--- src/rtl/serial_subtractor.sv ---
// serial_subtractor: bit-serial LSB-first two's-complement subtractor, diff = a - b mod 2^WIDTH.
// Latency: operands sampled at E0, done pulses one cycle after E(WIDTH); one result per WIDTH+1 cycles.
// Backpressure: none; start is ignored while busy, and is accepted when idle or during the done cycle.
// Optional: define SERIAL_SUBTRACTOR_OVF_EN to add the signed-overflow output ovf.
module serial_subtractor #(
    parameter int WIDTH = 8
) (
    input  logic             clk,
    input  logic             rst_n,
    input  logic             start,
    input  logic [WIDTH-1:0] a,
    input  logic [WIDTH-1:0] b,
    output logic             busy,
    output logic             done,
    output logic [WIDTH-1:0] diff,
    output logic             bout
`ifdef SERIAL_SUBTRACTOR_OVF_EN
    ,
    output logic             ovf
`endif
);

    localparam int CW = $clog2(WIDTH) + 1;

    typedef enum logic [1:0] {
        IDLE  = 2'd0,
        SHIFT = 2'd1,
        DONE  = 2'd2
    } state_t;

    state_t           state_q, state_d;
    logic [WIDTH-1:0] a_q, a_d;
    logic [WIDTH-1:0] b_q, b_d;
    logic [WIDTH-1:0] res_q, res_d;
    logic [WIDTH-1:0] diff_q, diff_d;
    logic             br_q, br_d;
    logic             bout_q, bout_d;
    logic [CW-1:0]    cnt_q, cnt_d;
    logic             d_bit;
    logic             br_nxt;
`ifdef SERIAL_SUBTRACTOR_OVF_EN
    logic             ovf_q, ovf_d;
`endif

    // Full-subtractor cell on the current LSBs plus next-state/FSM decode.
    always_comb begin
        state_d = state_q;
        a_d     = a_q;
        b_d     = b_q;
        res_d   = res_q;
        diff_d  = diff_q;
        br_d    = br_q;
        bout_d  = bout_q;
        cnt_d   = cnt_q;
`ifdef SERIAL_SUBTRACTOR_OVF_EN
        ovf_d   = ovf_q;
`endif
        d_bit   = a_q[0] ^ b_q[0] ^ br_q;
        br_nxt  = (~a_q[0] & b_q[0]) | (~(a_q[0] ^ b_q[0]) & br_q);

        case (state_q)
            IDLE, DONE: begin
                if (start) begin
                    a_d     = a;
                    b_d     = b;
                    br_d    = 1'b0;
                    cnt_d   = '0;
                    state_d = SHIFT;
                end else begin
                    state_d = IDLE;
                end
            end
            SHIFT: begin
                res_d = {d_bit, res_q[WIDTH-1:1]};
                a_d   = {1'b0, a_q[WIDTH-1:1]};
                b_d   = {1'b0, b_q[WIDTH-1:1]};
                br_d  = br_nxt;
                cnt_d = cnt_q + CW'(1);
                if (cnt_q == CW'(WIDTH - 1)) begin
                    // Last bit: publish the full result and final borrow together.
                    state_d = DONE;
                    diff_d  = {d_bit, res_q[WIDTH-1:1]};
                    bout_d  = br_nxt;
`ifdef SERIAL_SUBTRACTOR_OVF_EN
                    // Signed overflow is borrow-in XOR borrow-out of the MSB cell.
                    ovf_d   = br_q ^ br_nxt;
`endif
                end
            end
            default: state_d = IDLE;
        endcase
    end

    // State and datapath registers; reset aborts any operation in flight.
    always_ff @(posedge clk or negedge rst_n) begin
        if (!rst_n) begin
            state_q <= IDLE;
            a_q     <= '0;
            b_q     <= '0;
            res_q   <= '0;
            diff_q  <= '0;
            br_q    <= 1'b0;
            bout_q  <= 1'b0;
            cnt_q   <= '0;
        end else begin
            state_q <= state_d;
            a_q     <= a_d;
            b_q     <= b_d;
            res_q   <= res_d;
            diff_q  <= diff_d;
            br_q    <= br_d;
            bout_q  <= bout_d;
            cnt_q   <= cnt_d;
        end
    end

`ifdef SERIAL_SUBTRACTOR_OVF_EN
    // Overflow flag register, held alongside diff.
    always_ff @(posedge clk or negedge rst_n) begin
        if (!rst_n) begin
            ovf_q <= 1'b0;
        end else begin
            ovf_q <= ovf_d;
        end
    end

    assign ovf = ovf_q;
`endif

    assign busy = (state_q == SHIFT);
    assign done = (state_q == DONE);
    assign diff = diff_q;
    assign bout = bout_q;

endmodule
--- config.mk ---
export PLATFORM = sky130hd
export DESIGN_NAME = serial_subtractor
export DESIGN_NICKNAME = d
export VERILOG_FILES = /design/src/rtl/serial_subtractor.sv
export SDC_FILE = /design/constraint.sdc
export NUM_CORES = 1
export LEC_CHECK = 0
export CAP_MARGIN = 30
export CORE_ASPECT_RATIO = 1.4
export CORE_MARGIN = 8
export CORE_UTILIZATION = 51
export CTS_BUF_LIST = sky130_fd_sc_hd__clkbuf_8 sky130_fd_sc_hd__clkbuf_16
export DETAILED_ROUTE_END_ITERATION = 8
export PLACE_DENSITY = 0.78
export SYNTH_ARGS = -nofsm -noshare
export SYNTH_HDL_FRONTEND = slang
export SYNTH_SLANG_ARGS = --single-unit
--- constraint.sdc ---
create_clock -name clk -period 2.1 [get_ports clk]
set_input_delay 0.42 -clock clk [delete_from_list [all_inputs] [get_ports clk]]
set_output_delay 0.42 -clock clk [all_outputs]
set_load 0.02 [all_outputs]
==> results.toml <==
[global_route]
gr-total-overflow = 0
grt_use_total = 0.1332
grt_pass1_wl_mm = 5.561
grt_pass1_vias = 1274
grt_start_max_net_pins = 40
antenna_found_initial = 0

[timing]
finalSetupViolations = 0
slew_headroom = 0.4401
hold_ws_ns = 0.2349
setup_ws_ns = 0.1816
max_freq_mhz = 521.3
tns_ns = 0
hold_viol = 0
finClkSkew_ns = 0.002705
post-route-period-util = 0.9135
rsz0062_at_grt = "false"
period_needed_ns = 1.918
tightest_slew_ns = 0.8398
final_max_slew_viol_count = 0

[flow_run]
drv_cap = 0

[clock_tree]
postCtsHoldBufs = 0
cts_sinks = 39
cts_made_buffers = 5
htree_levels = 2
cts_tree = "built"
cts_resized = 0
cts_buffer_depth = 2
clock-root-buffer = "clkbuf_8"
insertion_delay_ns = 0.28
clk_pin_slew_worst_paths_ns = 0.07
post_cts_buffers = 0

[placed_design]
port_buffers = 29
place_hpwl_mm = 2.306
preCtsSetupSlack_ns = 0.3817
gp_congestion = 0.7415
dp_cells = 209

[critical_path]
r2r_slack_ns = 0.42
crit_slowest_cell = "clkdlybuf4s50_1"
critPathKind = "reg2out"
cp.arrival_ns = 1.50
cp.required_ns = 1.68
crit_chain = "nand2b_1, inv_2, clkdlybuf4s50_1"
max_stage_delay_ns = 0.60
cp-end-kind = "output pin"
crit_fanout = 3
setup.worst_path.start_class = "register"

[finish]
drive_gt1_frac = 0.1136
antenna_cells = 0
instances_no_fill = 215
nets = 198
area_growth_pct = 24.23

[routing]
drt-total-wl_mm = 3.194
viasPerCell = 5.549
routedWlPerCell_um = 14.86
num_vias = 1193
firstDrtPassIters = 5
ant_nets = 0
drc_errors = 0
drtIter0Drc = 65

[yosys]
avgSynthCellArea_um2 = 11.11
syn_inst = 146
synth_ff_type = "dfrtp_1"
ys_ff_latch = 39
syn-num-nets = 167
synth_seq_area_share = 0.6019
synth_warnings = 0
async_flop_share = 1.000
synth_edf_count = 0
synth_cell_types = 25
netlist_area_um2 = 1622

[pwr]
vdd_drop_max_mv = 0.9498
p_leak_nw = 0.9485
powerDensity_nw_per_um2 = 1500

[floorplan]
dieArea_um2 = 5265
row_count = 24
core_area_um2 = 3063
die_w_um = 63.66
die_y_um = 82.72
ioPinCount = 30
initial_core_util = 0.5294

[hold_path]
min_path_type = "in2async"

[outcome]
outcome = "complete, no violations"
## sequential cells by signal (all words and copies together), names as in the netlist
name     cells
br_q         1
a_q          8
bout         1
cnt_q        4
state_q      2
b_q          8
diff         8
res_q        7
## logic make-up (layout without fill, tap and decap cells)
| group | after synthesis | in the layout | share of synthesized area |
|---|---|---|---|
| simple gates | 60 | 60 | 0.1682 |
| flops | 39 | 39 | 0.6019 |
| compound gates | 21 | 21 | 0.09953 |
| buf+inv | 13 | 43 | 0.03626 |
| mux | 11 | 11 | 0.07408 |
| fa+ha+maj | 2 | 2 | 0.02006 |
## stage by stage
stage	utilization	cell area (um^2)	total power [W]
2_1_floorplan	-	1622	0.002152
3_3_place_gp	0.6340	1942	0.002551
3_5_place_dp	0.6340	1942	0.002609
4_1_cts	0.6577	2014	0.003067
5_1_grt	0.6577	2014	0.003283
6_report	0.6577	2014	0.003021
## per-layer routing
layer | routed length (um) | vias to the layer above | track usage
met1 | 1279 | 594 | 0.1367
met3 | 171 | 5 | 0.03779
met2 | 1694 | 37 | 0.2452
li1 | - | 557 | -
met4 | 48 | 0 | 0.06711
met5 | 0 | - | 0
## critical path, delay by kind of cell (launching register included)
family                 cells  cell delay, ns
AND/OR/NAND/NOR            1            0.18
flip-flops                 1            0.37
buffers and inverters      2            0.67
## Yosys cell counts, types with 2 or more instances
| master | n | area share |
|---|---|---|
| dfrtp_1 | 39 | 0.60 |
| nand2_1 | 37 | 0.086 |
| nand3_1 | 14 | 0.043 |
| a22oi_1 | 13 | 0.060 |
| mux2_2 | 8 | 0.056 |
| clkbuf_1 | 5 | 0.012 |
| a22o_1 | 4 | 0.022 |
| inv_1 | 3 | 0.0069 |
| mux2i_1 | 3 | 0.019 |
| buf_2 | 2 | 0.0062 |
| nand2b_1 | 2 | 0.0077 |
| nor2b_1 | 2 | 0.0077 |
| o21ai_0 | 2 | 0.0062 |
## layout make-up
cell class / instances / area (um^2)
fill: 279 / 1049
sequential: 39 / 975.9
multi-input combinational: 94 / 586.8
timing repair buffer: 33 / 315.3
clock buffer: 5 / 68.82
tap: 39 / 48.80
inverter: 4 / 15.01
clock inverter: 1 / 3.754
## path summary, 6_finish.rpt
kind | start | endpoint | cells past startpoint
max | state_q[1]$_DFFE_PN0P_ | busy | 3
min | rst_n | state_q[1]$_DFFE_PN0P_ | 1
max reg2reg | state_q[1]$_DFFE_PN0P_ | diff[6]$_DFFE_PN0P_ | 4
min reg2reg | res_q[1]$_DFFE_PN0P_ | res_q[1]$_DFFE_PN0P_ | 2
max in group asynchronous | rst_n | diff[5]$_DFFE_PN0P_ | 1
min in group clk | res_q[1]$_DFFE_PN0P_ | res_q[1]$_DFFE_PN0P_ | 2
## report_power, final
group	switching (W)	leakage, nW	internal [W]	total (W)
clock	0.000230	0.0413	0.000216	0.000446
combinational	0.000675	0.422	0.000591	0.00127
sequential	0.000208	0.485	0.00110	0.00131
## placed cells by master, fill, tap and decap left out
| cell | instances |
|---|---|
| nand2b_1 | 2 |
| inv_1 | 4 |
| nor3_1 | 1 |
| nor2b_1 | 2 |
| and2b_1 | 1 |
| nand2_1 | 37 |
| buf_4 | 4 |
| mux2_2 | 8 |
| ha_1 | 1 |
| clkdlybuf4s50_1 | 28 |
| clkbuf_8 | 5 |
| dfrtp_1 | 39 |
| a22o_1 | 4 |
| inv_2 | 1 |
| a221o_1 | 1 |
| buf_2 | 1 |
| nor3_4 | 1 |
| nand4_1 | 1 |
| o21ai_0 | 2 |
| o2bb2ai_1 | 1 |
| fa_1 | 1 |
| a22oi_1 | 13 |
| nor2_1 | 1 |
| mux2i_1 | 3 |
| nand3_1 | 14 |
Power figures use the tool's default switching activity.
==> edit, RTL diff (config.mk and constraints unchanged) <==
`WIDTH`: 8 -> 4.
--- a/src/rtl/serial_subtractor.sv
+++ b/src/rtl/serial_subtractor.sv
@@ -4,5 +4,5 @@
 // Optional: define SERIAL_SUBTRACTOR_OVF_EN to add the signed-overflow output ovf.
 module serial_subtractor #(
-    parameter int WIDTH = 8
+    parameter int WIDTH = 4
 ) (
     input  logic             clk,
Interface: changed (resized a, b and diff); port bits go from 30 to 18. The function was not compared with the original's and may differ.
==> edit against the original RTL <==
Sequential power shrank 43%; synthesized cell count decreased by 43%; cell area fell by 33%; maximum frequency is 3.5% lower; critical path type unchanged; power decreased by 35%; critical path depth shrank 1; synthesized area fell by 30%; worst hold slack better by 270 ps; sequential cell count is 17 lower; setup slack lost 70 ps; routed wire length shrank 39%.
==> edit: results (changes against the original RTL) <==
** Global route
- Gr usage total :: 10.9% (-2.5 points)
- The maximum number of pins on one net before global-route repair came to 23 (-43%).
- Vias in the first global route :: 795 (-38%)
- Wire length of the first global-routing pass :: 3580 um (-36%)

** Route
- First-iteration detailed-routing DRC count :: 21 (-68%)
- The routed length per instance came to 15.9 um (+7.3%).
- The total via count in the routed design was 707 (-41%).

** STA
- Setup ws final :: 112 ps (-70.1 ps)
- The actual transition at the worst max-transition pin came to 528 ps (-312 ps).
- Setup clock skew after layout :: 2.25 ps (-0.452 ps)

** Setup path
- The startpoint identified for the worst register-to-register timing path is cnt_q[0]$_DFFE_PN0P_.
- Maximum fanout along the worst path :: 4 (+1)
- Signal arrival time at the worst endpoint :: 1570 ps (+70 ps)
- The delay of the slowest cell on the worst path was 620 ps (+20 ps).
- The reg2reg setup slack is 650 ps (+230 ps).

** Logic synthesis
- Distinct cell type count of the synthesized netlist :: 21 (-16%)
- The post-synthesis net count is 97 (-42%).
- Leading post-synthesis cells by cell area :: dfrtp_1 (49%), mux2i_1 (19%), mux2_4 (5.3%)
- Most numerous cell types in the synthesized netlist :: dfrtp_1 (22), mux2i_1 (21), inv_1 (5), mux2_2 (5), mux2_4 (4)
- Multiplexer share of the synthesized area :: 28.9% (+21 points)
- Post-synthesis xor/xnor area fraction :: 0.775% (+0.78 points)
- Adder and majority gate portion of the synthesized area :: 3.99% (+2.0 points)
- Share of the synthesized area in compound gates (AO/OA/AOI/OAI) :: 4.21% (-5.7 points)
- Post-synthesis sequential area ratio :: 48.7% (-11 points)

** Clock network
- CTS clk-pin slew, worst paths :: 70 ps (about the same)
- Num CTS Buffers :: 3 (-2)
- CTS H-tree lvls :: 1 (-1)
- Insertion delay of the later-clocked pin in the worst-skew pair :: 260 ps (-20 ps)

** Outcome
- Status :: finished clean

** Pwr
- The worst vdd rail ir drop was 0.727 mV (-23%).
- Total leakage power :: 0.651 nW (-31%)

** Placed design
- Minimum setup slack after placement :: 317 ps (-64.3 ps)
- Post-detailed-placement half-perimeter wirelength :: 1500 um (-35%)
- The count of input and output buffers came to 17 (-41%).

** Final layout
- The fill cell total of the finished layout is 175 (-37%).
- Count of non-filler cells in the finished layout :: 123 (-43%)
- Layout cells sized above 1 :: 18.8% (+7.4 points)
==> edit: cell types whose count changed after synthesis, sizes merged, moves of 2 or more <==
| cell | unedited run | this run |
|---|---|---|
| nand3 | 14 | 2 |
| a32o | 0 | 2 |
| dfrtp | 39 | 22 |
| a22o | 4 | 2 |
| mux2i | 3 | 21 |
| a22oi | 13 | 0 |
| or2b | 0 | 2 |
| clkbuf | 5 | 0 |
| nand2 | 37 | 0 |
| nor3 | 2 | 0 |
==> edit: how the worst min path moves through the flow <==
stage,end
floorplan,a_q[0]$_DFFE_PN0P_
global placement,diff[0]$_DFFE_PN0P_
detailed placement,diff[0]$_DFFE_PN0P_
CTS,bout$_DFFE_PN0P_
global route,cnt_q[2]$_DFFE_PN0P_
finish,state_q[1]$_DFFE_PN0P_
==> edit: report_power, final <==
part / switching, mW / internal [mW] / leakage, nW
combinational: 0.398 / 0.539 / 0.355
clock: 0.131 / 0.128 / 0.0216
sequential: 0.140 / 0.613 / 0.275
==> edit: per-layer routing <==
layer	share of wire (%)	routed length [um]	vias up	global-route usage [%]
li1	-	-	326	-
met1	42	828	358	12.2
met2	50	971	18	17.9
met3	5.5	107	5	2.83
met4	2.7	53	0	6.59
met5	0	0	-	0
==> edit: critical path: cells and delay by family (launching register included) <==
family / cells / cell delay, ps
and+or+nand+nor: 1 / 240
DFF: 1 / 440
buffers and inverters: 1 / 620
==> edit: through the flow <==
stage	hold WS (ps)	cell area, sq um
CTS	510	1350
finish	503	1350
global placement	491	1310
detailed placement	496	1310
global route	525	1350
floorplan	124	1130
==> edit: layout make-up <==
cell class                      instances  area share (%)
Timing Repair Buffer                   20            14.3
Multi-Input combinational cell         51            38.4
Inverter                                5            1.39
Tap cell                               22            2.04
Clock buffer                            3            3.06
Sequential cell                        22            40.8
